==> src/rtl/rect_loop_reader_if.sv <==
// Output stream of the rectangle-loop reader: one matrix element per accepted beat,
// tagged with its (row, col) index and an end-of-rectangle marker.
interface rect_loop_reader_if #(
  parameter int unsigned DATA_W = 1
);
  logic              out_valid;
  logic              out_ready;
  logic [DATA_W-1:0] out_data;
  logic [2:0]        out_row;
  logic [2:0]        out_col;
  logic              out_last;

  modport master (
    output out_valid,
    output out_data,
    output out_row,
    output out_col,
    output out_last,
    input  out_ready
  );

  modport slave (
    input  out_valid,
    input  out_data,
    input  out_row,
    input  out_col,
    input  out_last,
    output out_ready
  );
endinterface

==> src/rtl/rect_loop_reader.sv <==
// Snapshots a ROWSxCOLS matrix and a loop descriptor on start, then streams the requested
// rectangle row-major over a valid/ready interface.
module rect_loop_reader #(
  parameter int unsigned ROWS   = 2,
  parameter int unsigned COLS   = 2,
  parameter int unsigned DATA_W = 1
) (
  input  logic                          clk,
  input  logic                          reset,
  input  logic                          start,
  input  logic [11:0]                   param,
  input  logic [ROWS*COLS*DATA_W-1:0]   m_in,
  output logic                          busy,
  rect_loop_reader_if.master            out,
  output logic                          done,
  output logic                          err
);

  localparam int unsigned MatW = ROWS * COLS * DATA_W;

  typedef enum logic [0:0] {StIdle, StStream} state_e;

  state_e            state_q, state_d;
  logic [MatW-1:0]   snap_q, snap_d;
  logic [2:0]        row_lo_q, row_lo_d, row_hi_q, row_hi_d;
  logic [2:0]        col_lo_q, col_lo_d, col_hi_q, col_hi_d;
  logic [2:0]        row_q, row_d, col_q, col_d;
  logic              done_q, done_d, err_q, err_d;

  logic [2:0]        p_row_lo, p_row_hi, p_col_lo, p_col_hi;
  logic              legal;
  logic              at_last;
  int unsigned       elem_base;

  assign p_row_lo = param[11:9];
  assign p_row_hi = param[8:6];
  assign p_col_lo = param[5:3];
  assign p_col_hi = param[2:0];

  assign legal = (p_row_lo <= p_row_hi) && (32'(p_row_hi) < ROWS) &&
                 (p_col_lo <= p_col_hi) && (32'(p_col_hi) < COLS);

  assign at_last = (row_q == row_hi_q) && (col_q == col_hi_q);

  always_comb begin
    state_d  = state_q;
    snap_d   = snap_q;
    row_lo_d = row_lo_q;
    row_hi_d = row_hi_q;
    col_lo_d = col_lo_q;
    col_hi_d = col_hi_q;
    row_d    = row_q;
    col_d    = col_q;
    done_d   = 1'b0;
    err_d    = 1'b0;
    unique case (state_q)
      StIdle: begin
        // The done cycle already sits in StIdle but must not relaunch.
        if (start && !done_q) begin
          snap_d   = m_in;
          row_lo_d = p_row_lo;
          row_hi_d = p_row_hi;
          col_lo_d = p_col_lo;
          col_hi_d = p_col_hi;
          if (legal) begin
            state_d = StStream;
            row_d   = p_row_lo;
            col_d   = p_col_lo;
          end else begin
            err_d = 1'b1;
          end
        end
      end
      StStream: begin
        if (out.out_ready) begin
          if (at_last) begin
            state_d = StIdle;
            done_d  = 1'b1;
          end else if (col_q < col_hi_q) begin
            col_d = col_q + 3'd1;
          end else begin
            col_d = col_lo_q;
            row_d = row_q + 3'd1;
          end
        end
      end
      default: state_d = StIdle;
    endcase
  end

  always_ff @(posedge clk or posedge reset) begin
    if (reset) begin
      state_q  <= StIdle;
      snap_q   <= '0;
      row_lo_q <= '0;
      row_hi_q <= '0;
      col_lo_q <= '0;
      col_hi_q <= '0;
      row_q    <= '0;
      col_q    <= '0;
      done_q   <= 1'b0;
      err_q    <= 1'b0;
    end else begin
      state_q  <= state_d;
      snap_q   <= snap_d;
      row_lo_q <= row_lo_d;
      row_hi_q <= row_hi_d;
      col_lo_q <= col_lo_d;
      col_hi_q <= col_hi_d;
      row_q    <= row_d;
      col_q    <= col_d;
      done_q   <= done_d;
      err_q    <= err_d;
    end
  end

  always_comb begin
    elem_base     = (32'(row_q) * COLS + 32'(col_q)) * DATA_W;
    out.out_data  = snap_q[elem_base +: DATA_W];
  end

  assign out.out_valid = (state_q == StStream);
  assign out.out_row   = row_q;
  assign out.out_col   = col_q;
  // Gated by valid so an idle reader never advertises a stale final beat.
  assign out.out_last  = out.out_valid && at_last;
  assign busy          = (state_q == StStream);
  assign done          = done_q;
  assign err           = err_q;

endmodule

==> src/flat_wrapper.sv <==
// flat-port wrapper written by rule: the top's interface ports become plain ports
module rect_loop_reader_flat 
#(
  parameter int unsigned ROWS   = 2,
  parameter int unsigned COLS   = 2,
  parameter int unsigned DATA_W = 1
)
  (clk, reset, start, param, m_in, busy, done, err, out_out_valid, out_out_data, out_out_row, out_out_col, out_out_last, out_out_ready);
  rect_loop_reader_if #(.DATA_W(DATA_W)) out_i ();
  input  logic clk;
  input  logic reset;
  input  logic start;
  input  logic [11:0] param;
  input  logic [ROWS*COLS*DATA_W-1:0] m_in;
  output logic busy;
  output logic done;
  output logic err;
  output wire logic [$bits(out_i.out_valid)-1:0] out_out_valid;
  output wire logic [$bits(out_i.out_data)-1:0] out_out_data;
  output wire logic [$bits(out_i.out_row)-1:0] out_out_row;
  output wire logic [$bits(out_i.out_col)-1:0] out_out_col;
  output wire logic [$bits(out_i.out_last)-1:0] out_out_last;
  input wire logic [$bits(out_i.out_ready)-1:0] out_out_ready;
  assign out_out_valid = out_i.out_valid;
  assign out_out_data = out_i.out_data;
  assign out_out_row = out_i.out_row;
  assign out_out_col = out_i.out_col;
  assign out_out_last = out_i.out_last;
  assign out_i.out_ready = out_out_ready;
  rect_loop_reader #(.ROWS(ROWS), .COLS(COLS), .DATA_W(DATA_W)) u_core (.clk(clk), .reset(reset), .start(start), .param(param), .m_in(m_in), .busy(busy), .out(out_i), .done(done), .err(err));
endmodule
==> config.mk <==
export PLATFORM = sky130hd
export DESIGN_NAME = rect_loop_reader_flat
export DESIGN_NICKNAME = d
export VERILOG_FILES = /design/src/rtl/rect_loop_reader_if.sv /design/src/rtl/rect_loop_reader.sv /design/src/flat_wrapper.sv
export SDC_FILE = /design/constraint.sdc
export NUM_CORES = 1
export LEC_CHECK = 0
export CAP_MARGIN = 20
export CORE_ASPECT_RATIO = 1.2
export CORE_UTILIZATION = 39
export CTS_BUF_LIST = sky130_fd_sc_hd__clkbuf_4 sky130_fd_sc_hd__clkbuf_8 sky130_fd_sc_hd__clkbuf_16
export DETAILED_ROUTE_END_ITERATION = 6
export GPL_TIMING_DRIVEN = 0
export HOLD_SLACK_MARGIN = 0.05
export SYNTH_ARGS = -nofsm -noshare
export SYNTH_HDL_FRONTEND = slang
export SYNTH_SLANG_ARGS = --single-unit
==> constraint.sdc <==
create_clock -name clk -period 2.5 [get_ports clk]
set_input_delay 0.375 -clock clk [delete_from_list [all_inputs] [get_ports clk]]
set_output_delay 0.375 -clock clk [all_outputs]
set_load 0.1 [all_outputs]
## Yosys cells after proc, flatten, opt, wreduce, memory -nomap -nowiden

Index checks and enable logic that the tools add are counted.

| word-level totals | value |
|---|---|
| bits in registers | 22 |
| bits of input ports | 20 |
| output and inout port bits | 12 |
| logic and storage cells | 59 |

| operators by class | value |
|---|---|
| add/sub/neg operators | 3 |
| magnitude comparators | 5 |
| equal/unequal tests | 7 |
| shift-type cells | 1 |
| mux-type cells | 23 |
| bitwise logic cells | 1 |
| reductions and logical operators | 10 |

Operator list:

| cell | number |
|---|---|
| 4-bit by 33-bit variable part select with 1-bit output | 1 |
| 3-bit 2-to-1 mux | 10 |
| 3-bit case mux with 2 select lines | 2 |
| 1-bit 2-to-1 mux | 10 |
| 3-bit by 1-bit adder with 3-bit output, second input constant | 2 |
| 3-bit equality test | 2 |
| 3-bit <= comparator | 2 |
| 1-bit logical AND | 6 |
| 3-bit by 2-bit less-than comparator with 1-bit output, second input constant | 2 |
| 2-bit inequality test, second input constant | 3 |
| 4-bit by 3-bit adder with 5-bit output | 1 |
| 5-bit AND reduction | 1 |
| 2-bit by 1-bit inequality test with 1-bit output, second input constant | 2 |
| 4-bit AND reduction | 1 |
| 3-bit less-than comparator | 1 |
| 1-bit case mux with 2 select lines | 1 |
| 2-bit AND reduction | 1 |
| 1-bit logical NOT | 1 |
| 1-bit NOT | 1 |

## Depth between registers and ports, before layout

Gate-level depths: netlist of run 1.

| logic depth | value |
|---|---|
| depth after elaboration | 7 |
| gate-level depth with buffers | 8 |
| gate-level depth less buffers | 7 |

## Worst setup path after synthesis of run 1

OpenSTA, ideal clock, no wires.

| timing path | value |
|---|---|
| kind | register -> output |
| start point | register u_core.col_q[0], in the netlist u_core.out.out_col[0] |
| end point | output out_out_last |
| arrival | 2703 ps |
| data required time | 2125 ps |
| setup slack | -578 ps |
| stages on the path, launching flop included | 6 |
| buffers on the path | 0 |
| path through | dfrtp_1 inv_1 ha_1 nand3_1 nor4_1 and2_1 |

| on the way | value |
|---|---|
| longest elaborated chain between the ends | 3 |

Ends and longest elaborated chain:

| element | RTL line | text |
|---|---|---|
| start, declared | rect_loop_reader.sv:27 | `logic [2:0] row_q, row_d, col_q, col_d;` |
| start signal, assigned | rect_loop_reader.sv:111 | `col_q <= col_d;` |
| 3-bit equality test | rect_loop_reader.sv:43 | `assign at_last = (row_q == row_hi_q) && (col_q == col_hi_q);` |
| 1-bit logical AND | rect_loop_reader.sv:43 |  |
| 1-bit logical AND | rect_loop_reader.sv:126 | `assign out.out_last = out.out_valid && at_last;` |
| end, declared | flat_wrapper.sv:22 | `output wire logic [$bits(out_i.out_last)-1:0] out_out_last;` |

No other way between the ends.

## Final worst setup path of run 1

| timing path | value |
|---|---|
| start point | register u_core.row_q[0], in the netlist u_core.out.out_row[0] |
| end point | output out_out_data |

| on the way | value |
|---|---|
| longest elaborated chain between the ends | 2 |

Ends and longest elaborated chain:

| element | RTL line | text |
|---|---|---|
| start, declared | rect_loop_reader.sv:27 |  |
| start signal, assigned | rect_loop_reader.sv:110 | `row_q <= row_d;` |
| 4-bit by 3-bit adder with 5-bit output | rect_loop_reader.sv:118 | `elem_base = (32'(row_q) * COLS + 32'(col_q)) * DATA_W;` |
| 4-bit by 33-bit variable part select with 1-bit output | rect_loop_reader.sv:119 | `out.out_data = snap_q[elem_base +: DATA_W];` |
| end, declared | flat_wrapper.sv:19 | `output wire logic [$bits(out_i.out_data)-1:0] out_out_data;` |

No other way between the ends.

==> results_dict.tcl, run 1 <==
set metrics [dict create \
    outcome "finished, violations left" \
    violations "DRC" \
    area_delta_synth_final_pct 32.2 \
    dp_hpwl_um 2690 \
    clock-root-buffer "clkbuf_8" \
    dieWidth_um 57.0 \
    setup_violations 0 \
    drive_above_1_share_pct 15.0 \
    die_y_um 68.0 \
    antenna_cells 0 \
    hold_class "register to register" \
    syn_area_um2 1420 \
    core_area_um2 3400 \
    portBuffers 31 \
    grt_util_all_layers_pct 20.3 \
    rsz0062_at_grt "false" \
    period_share_pct 92.7 \
    drcViolationCount 6 \
    synth_nets 191 \
    io_pins 32 \
    avgSynthCellArea_um2 8.97 \
    synthArstFlopShare_pct 100 \
    grt_pass1_vias 1259 \
    crit_required_ps 2120 \
    synth_cell_types 39 \
    antenna_found_initial 0 \
    firstDrtPassIters 6 \
    final_nets 227 \
    grt_max_degree 23 \
    clock_skew_ps 1.73 \
    rows 23 \
    synth_seq_cells 22 \
    clock-sinks 22 \
    drv_cap 0 \
    cp.arrival_ps 1940 \
    vias_per_cell 5.44 \
    worst_pin_slew_ps 970 \
    wire_per_inst_um 15.1 \
    clk_pin_slew_ps 80 \
    critPathKind "register to output port" \
    finalCriticalPeriod_ps 2320 \
    grt.overflow.total 0 \
    ys_seq_area_share_pct 38.8 \
    crit_path_end_kind "output port" \
    worstPathMaxFanout 5 \
    synth_ff_type "dfrtp_1" \
    relSlewSlack_pct 35.1 \
    start_util_pct 41.7 \
    max_freq_ghz 0.432 \
    netlist_instances 158 \
    setup_tns_ps 0 \
    hold_viol 0 \
    drtIter0Drc 33 \
    die_area_um2 3880 \
    grt_pass1_wl_um 5820 \
    maxSlewViolCount 0 \
    critPathLaunchType "register" \
    insertion_delay_ps 260 \
    synth_area_leader_cell "dfrtp_1" \
    synth-edff-count 0 \
    cts_tree "done" \
    wirelength_um 3480 \
    numCtsBuffers 3 \
    yosys.area.top_type_share_pct 38.8 \
    synth_area_leaders "dfrtp_1 39%, ha_1 11%, nand2_1 8.5%, inv_1 5.0%, o21ai_0 4.6%" \
    yosys_warnings 0 \
    num_vias 1251 \
    place_congestion 0.826 \
    clock_path_buffers 2 \
    postRouteAntennaNets 0 \
    htreeDepth 1 \
]
path summary, 6_finish.rpt:
kind	start	end	slack (ps)	depth (start not counted)
worst min register to register	u_core.snap_q[3]	u_core.snap_q[3]	480	2
worst max-delay path	u_core.out.out_row[0]	out_out_data	180	6
worst min-delay path	u_core.snap_q[3]	u_core.snap_q[3]	480	2
worst max register to register	u_core.out.out_col[1]	u_core.out.out_row[1]	370	7
min in group asynchronous	reset	u_core.snap_q[0]	590	2
max in group asynchronous	reset	u_core.out.out_col[2]	1330	2
area by class of cell:
class	instances	area (um^2)
repair buffers	31	309
plain buffers	7	33.8
inverters	20	75.1
fillers	347	1520
clock inverters	1	30.0
well taps	37	46.3
flip-flops and latches	22	557
clock buffers	3	41.3
multi-input cells	109	782
cells by family (layout without fill, tap and decap cells):
logic type                 count (synthesis)  after routing  share of synthesized area, %
muxes                                      3              3                          3.18
and+or+nand+nor                           54             54                          17.3
DFF                                       22             22                          38.8
xor gates and xnor gates                   5              5                          3.09
adders and majority gates                 13             13                          12.0
buffers and inverters                     27             62                          7.68
AOI/OAI and AO/OA                         34             34                          17.9
synthesized netlist by cell type, types with 2 or more instances:
cell type	n
dfrtp_1	22
o2111ai_1	2
buf_2	3
nor4_1	2
clkbuf_1	3
and3_1	2
o221ai_1	2
nand2_1	32
inv_1	19
o21a_1	3
a31oi_1	2
xor2_1	5
nand3_1	3
a211oi_1	2
nor2_1	6
ha_1	12
o21ai_0	13
o211ai_1	2
and2_1	2
mux2_2	2
state kept, by name, summed over array words and instances (netlist names):
signal              flops
u_core.done             1
u_core.err              1
u_core.out.out_row      3
u_core.out.out_col      3
u_core.col_hi_q         3
u_core.col_lo_q         3
u_core.row_hi_q         3
u_core.snap_q           4
u_core.busy             1
metal layers:
metal	share of wire, %	global-route usage (%)
met1	42	24.9
met2	49	35.0
met3	4.8	2.84
met4	3.6	10.7
met5	0	0
cell usage in the layout, fill, tap and decap left out, types with 2 or more instances in the layout:
cell / instances
nand3_1: 2
o221ai_1: 2
o211ai_1: 2
mux2_2: 2
dfrtp_2: 5
xor2_1: 5
ha_1: 12
buf_2: 3
inv_1: 19
o2111ai_1: 2
nor2_1: 6
and2_4: 2
clkdlybuf4s50_1: 29
clkbuf_8: 3
nand2_1: 32
a31oi_1: 2
a211oi_1: 2
o21ai_0: 13
clkbuf_1: 3
o21a_1: 3
dfrtp_1: 17
critical path, cell delays in order (launching register included):
cell and delay, ps:
dfrtp_2 430, ha_1 160, inv_1 40, fa_1 380, xor2_1 170, and3_2 190
clkbuf_4 320
per-stage QoR:
stage / worst slack, ps / hold WS, ps / utilization [%] / std cells / cell area [um^2]
final: 183 / 478 / 55.2 / 230 / 1870
after detailed placement: -568 / 461 / 52.5 / 226 / 1780
after floorplan: 127 / 364 / - / 158 / 1430
after global placement: -575 / 455 / 52.5 / 226 / 1780
after CTS: 53.3 / 482 / 54.6 / 230 / 1850
after global routing: 48.3 / 507 / 55.2 / 230 / 1870
what timing repair did:
| item | CTS | global route |
|---|---|---|
| pin swaps | 0 | 0 |
| gates resized for setup | 12 | 4 |
| endpoints found under the hold margin | 0 | 0 |
| endpoints found under the setup margin | 2 | 2 |
| hold buffers | 0 | 0 |
| setup buffers | 0 | 0 |
Power of run 1 is not shown: default switching activity piles up to over one toggle a cycle in this logic, so the estimate is an artifact.
==> run 2: changes to the inputs <==
--- a/config.mk
+++ b/config.mk
@@ -6,12 +6,15 @@
 export NUM_CORES = 1
 export LEC_CHECK = 0
 export CAP_MARGIN = 20
-export CORE_ASPECT_RATIO = 1.2
-export CORE_UTILIZATION = 39
+export CELL_PAD_IN_SITES_DETAIL_PLACEMENT = 2
+export CELL_PAD_IN_SITES_GLOBAL_PLACEMENT = 2
+export CORE_ASPECT_RATIO = 2
+export CORE_UTILIZATION = 30
 export CTS_BUF_LIST = sky130_fd_sc_hd__clkbuf_4 sky130_fd_sc_hd__clkbuf_8 sky130_fd_sc_hd__clkbuf_16
 export DETAILED_ROUTE_END_ITERATION = 6
 export GPL_TIMING_DRIVEN = 0
 export HOLD_SLACK_MARGIN = 0.05
+export PLACE_DENSITY_LB_ADDON = 0.1
 export SYNTH_ARGS = -nofsm -noshare
 export SYNTH_HDL_FRONTEND = slang
 export SYNTH_SLANG_ARGS = --single-unit
==> results_dict.tcl, run 2 (same netlist as run 1, synthesis figures left out) <==
set metrics [dict create \
    grt_util_all_layers_pct 20.0 \
    hold_buffers 0 \
    rows 35 \
    vias_per_cell 5.18 \
    maxSlewViolCount 0 \
    drive_above_1_share_pct 15.0 \
    finalPower_mw 2.88 \
    max_freq_ghz 0.419 \
    top_register "u_core.snap_q" \
    worstReg2RegStart "u_core.out.out_col[0]" \
    regArea_um2 557 \
    critPathTopFamily "simple AND/OR/NAND/NOR gates" \
    cp.arrival_ps 2010 \
    clock_skew_ps 9.03 \
    power_leakage_nw 0.871 \
    grt_pass1_wl_um 7330 \
    die_y_um 99.2 \
    cp.buffers_inverters 2 \
    rr_endpoint "u_core.out.out_row[1]" \
    layout_common_cells "32 x nand2_1, 29 x clkdlybuf4s50_1, 19 x inv_1" \
    worst_pin_slew_ps 973 \
    worstSetupEndpoint "out_out_last" \
    relSlewSlack_pct 34.9 \
    outcome "finished clean" \
    clock_path_buffers 2 \
    clk_pin_slew_ps 90 \
    setup_ws_ps 115 \
    antenna_found_initial 0 \
    hold_class "register to register" \
    utilization_pct 41.6 \
    insertion_delay_ps 280 \
    critPathKind "register to output port" \
    grt_max_degree 23 \
    num-fill-cells 512 \
    vdd_drop_max_uv 789 \
    clock-sinks 22 \
    power.density_nw_per_um2 1520 \
    antenna_cells 0 \
    crit_path_end_kind "output port" \
    finalCriticalPeriod_ps 2390 \
    post_cts_buffers 0 \
    htreeDepth 1 \
    reg2reg_setup_slack_ps 290 \
    grt_pass1_vias 1477 \
    critPathLaunchType "register" \
    dieWidth_um 50.6 \
    setup_tns_ps 0 \
    place_congestion 0.778 \
    grt.overflow.total 0 \
    final_nets 227 \
    final_common_cell "nand2_1" \
    worstPathMaxFanout 5 \
    crit_required_ps 2120 \
    crit_cells 6 \
    firstDrtPassIters 3 \
    wirelength_um 4450 \
    largest_reg_flops 4 \
    placed_cells 244 \
    setup_violations 0 \
    clock-root-buffer "clkbuf_8" \
    crit_path_start "u_core.out.out_col[0]" \
    postRouteAntennaNets 0 \
    rr_worst_depth 7 \
    dp_hpwl_um 3640 \
    period_share_pct 95.4 \
    drv_cap 0 \
    crit_slowest_cell "dfrtp_2" \
    rsz0062_at_grt "false" \
    cts_tree "done" \
    hold_viol 0 \
    area_delta_synth_final_pct 33.8 \
    io_pins 32 \
    drcViolationCount 0 \
    finalNonFillerCells 248 \
    portBuffers 31 \
    core_area_um2 4550 \
    die_area_um2 5020 \
    wire_per_inst_um 18.0 \
    slowest_delay_ps 450 \
    num_vias 1285 \
    start_util_pct 31.1 \
    numCtsBuffers 3 \
    critical_path.cell_chain "inv_1 > ha_1 > nand3_2 > nor4_4 > and2_4 > buf_6" \
    multi_input_area_um2 782 \
    drtIter0Drc 6 \
    pre_cts_slack_ps -704 \
    cts_resized 14 \
]
-- run 2: worst min-delay path by stage --
stage                startpoint               end  slack (ps)  cells past startpoint
6_report       u_core.snap_q[2]  u_core.snap_q[2]         490                      2
3_5_place_dp   u_core.snap_q[2]  u_core.snap_q[2]         460                      2
4_1_cts        u_core.snap_q[2]  u_core.snap_q[2]         490                      2
2_1_floorplan             reset       u_core.busy         360                      1
5_1_grt        u_core.snap_q[2]  u_core.snap_q[2]         510                      2
3_3_place_gp   u_core.snap_q[1]  u_core.snap_q[1]         460                      2
-- run 2: cell type report --
type | instances | area share [%]
plain buffers | 7 | 1.78
clock buffers | 3 | 2.18
clock inverters | 1 | 1.58
inverters | 20 | 3.96
multi-input cells | 109 | 41.2
flip-flops and latches | 22 | 29.4
well taps | 55 | 3.63
repair buffers | 31 | 16.3
-- run 2: power by group --
group / internal [mW] / total [mW] / leakage (nW) / switching (mW)
Sequential: 0.526 / 0.688 / 0.263 / 0.162
Clock: 0.214 / 0.349 / 0.0357 / 0.135
Combinational: 0.569 / 1.84 / 0.572 / 1.28
Total: 1.31 / 2.88 / 0.871 / 1.57
-- run 2: per-layer routing --
| metal | share of wire [%] | track usage (%) | vias to the layer above |
|---|---|---|---|
| met5 | 0 | 0 | - |
| met4 | 2.1 | 7.48 | 0 |
| met3 | 1.8 | 1.99 | 7 |
| met1 | 37 | 19.7 | 648 |
| li1 | - | - | 604 |
| met2 | 59 | 40.3 | 26 |
-- run 2: per-stage QoR --
step | hold WS, ps | area, um^2
global route | 512 | 1900
detailed placement | 464 | 1810
CTS | 489 | 1890
finish | 485 | 1900
floorplan | 364 | 1430
global placement | 461 | 1810
-- run 2: worst register-to-register path, delay by kind of cell, from the launching register on --
| family | cells | cell delay [ps] |
|---|---|---|
| flip-flops | 1 | 450 |
| adder cells (fa/ha/maj) | 1 | 300 |
| buffers and inverters | 2 | 190 |
| AND/OR/NAND/NOR | 2 | 340 |
| AO/OA/AOI/OAI | 2 | 820 |
No activity file was read; power rests on OpenSTA's default activity.
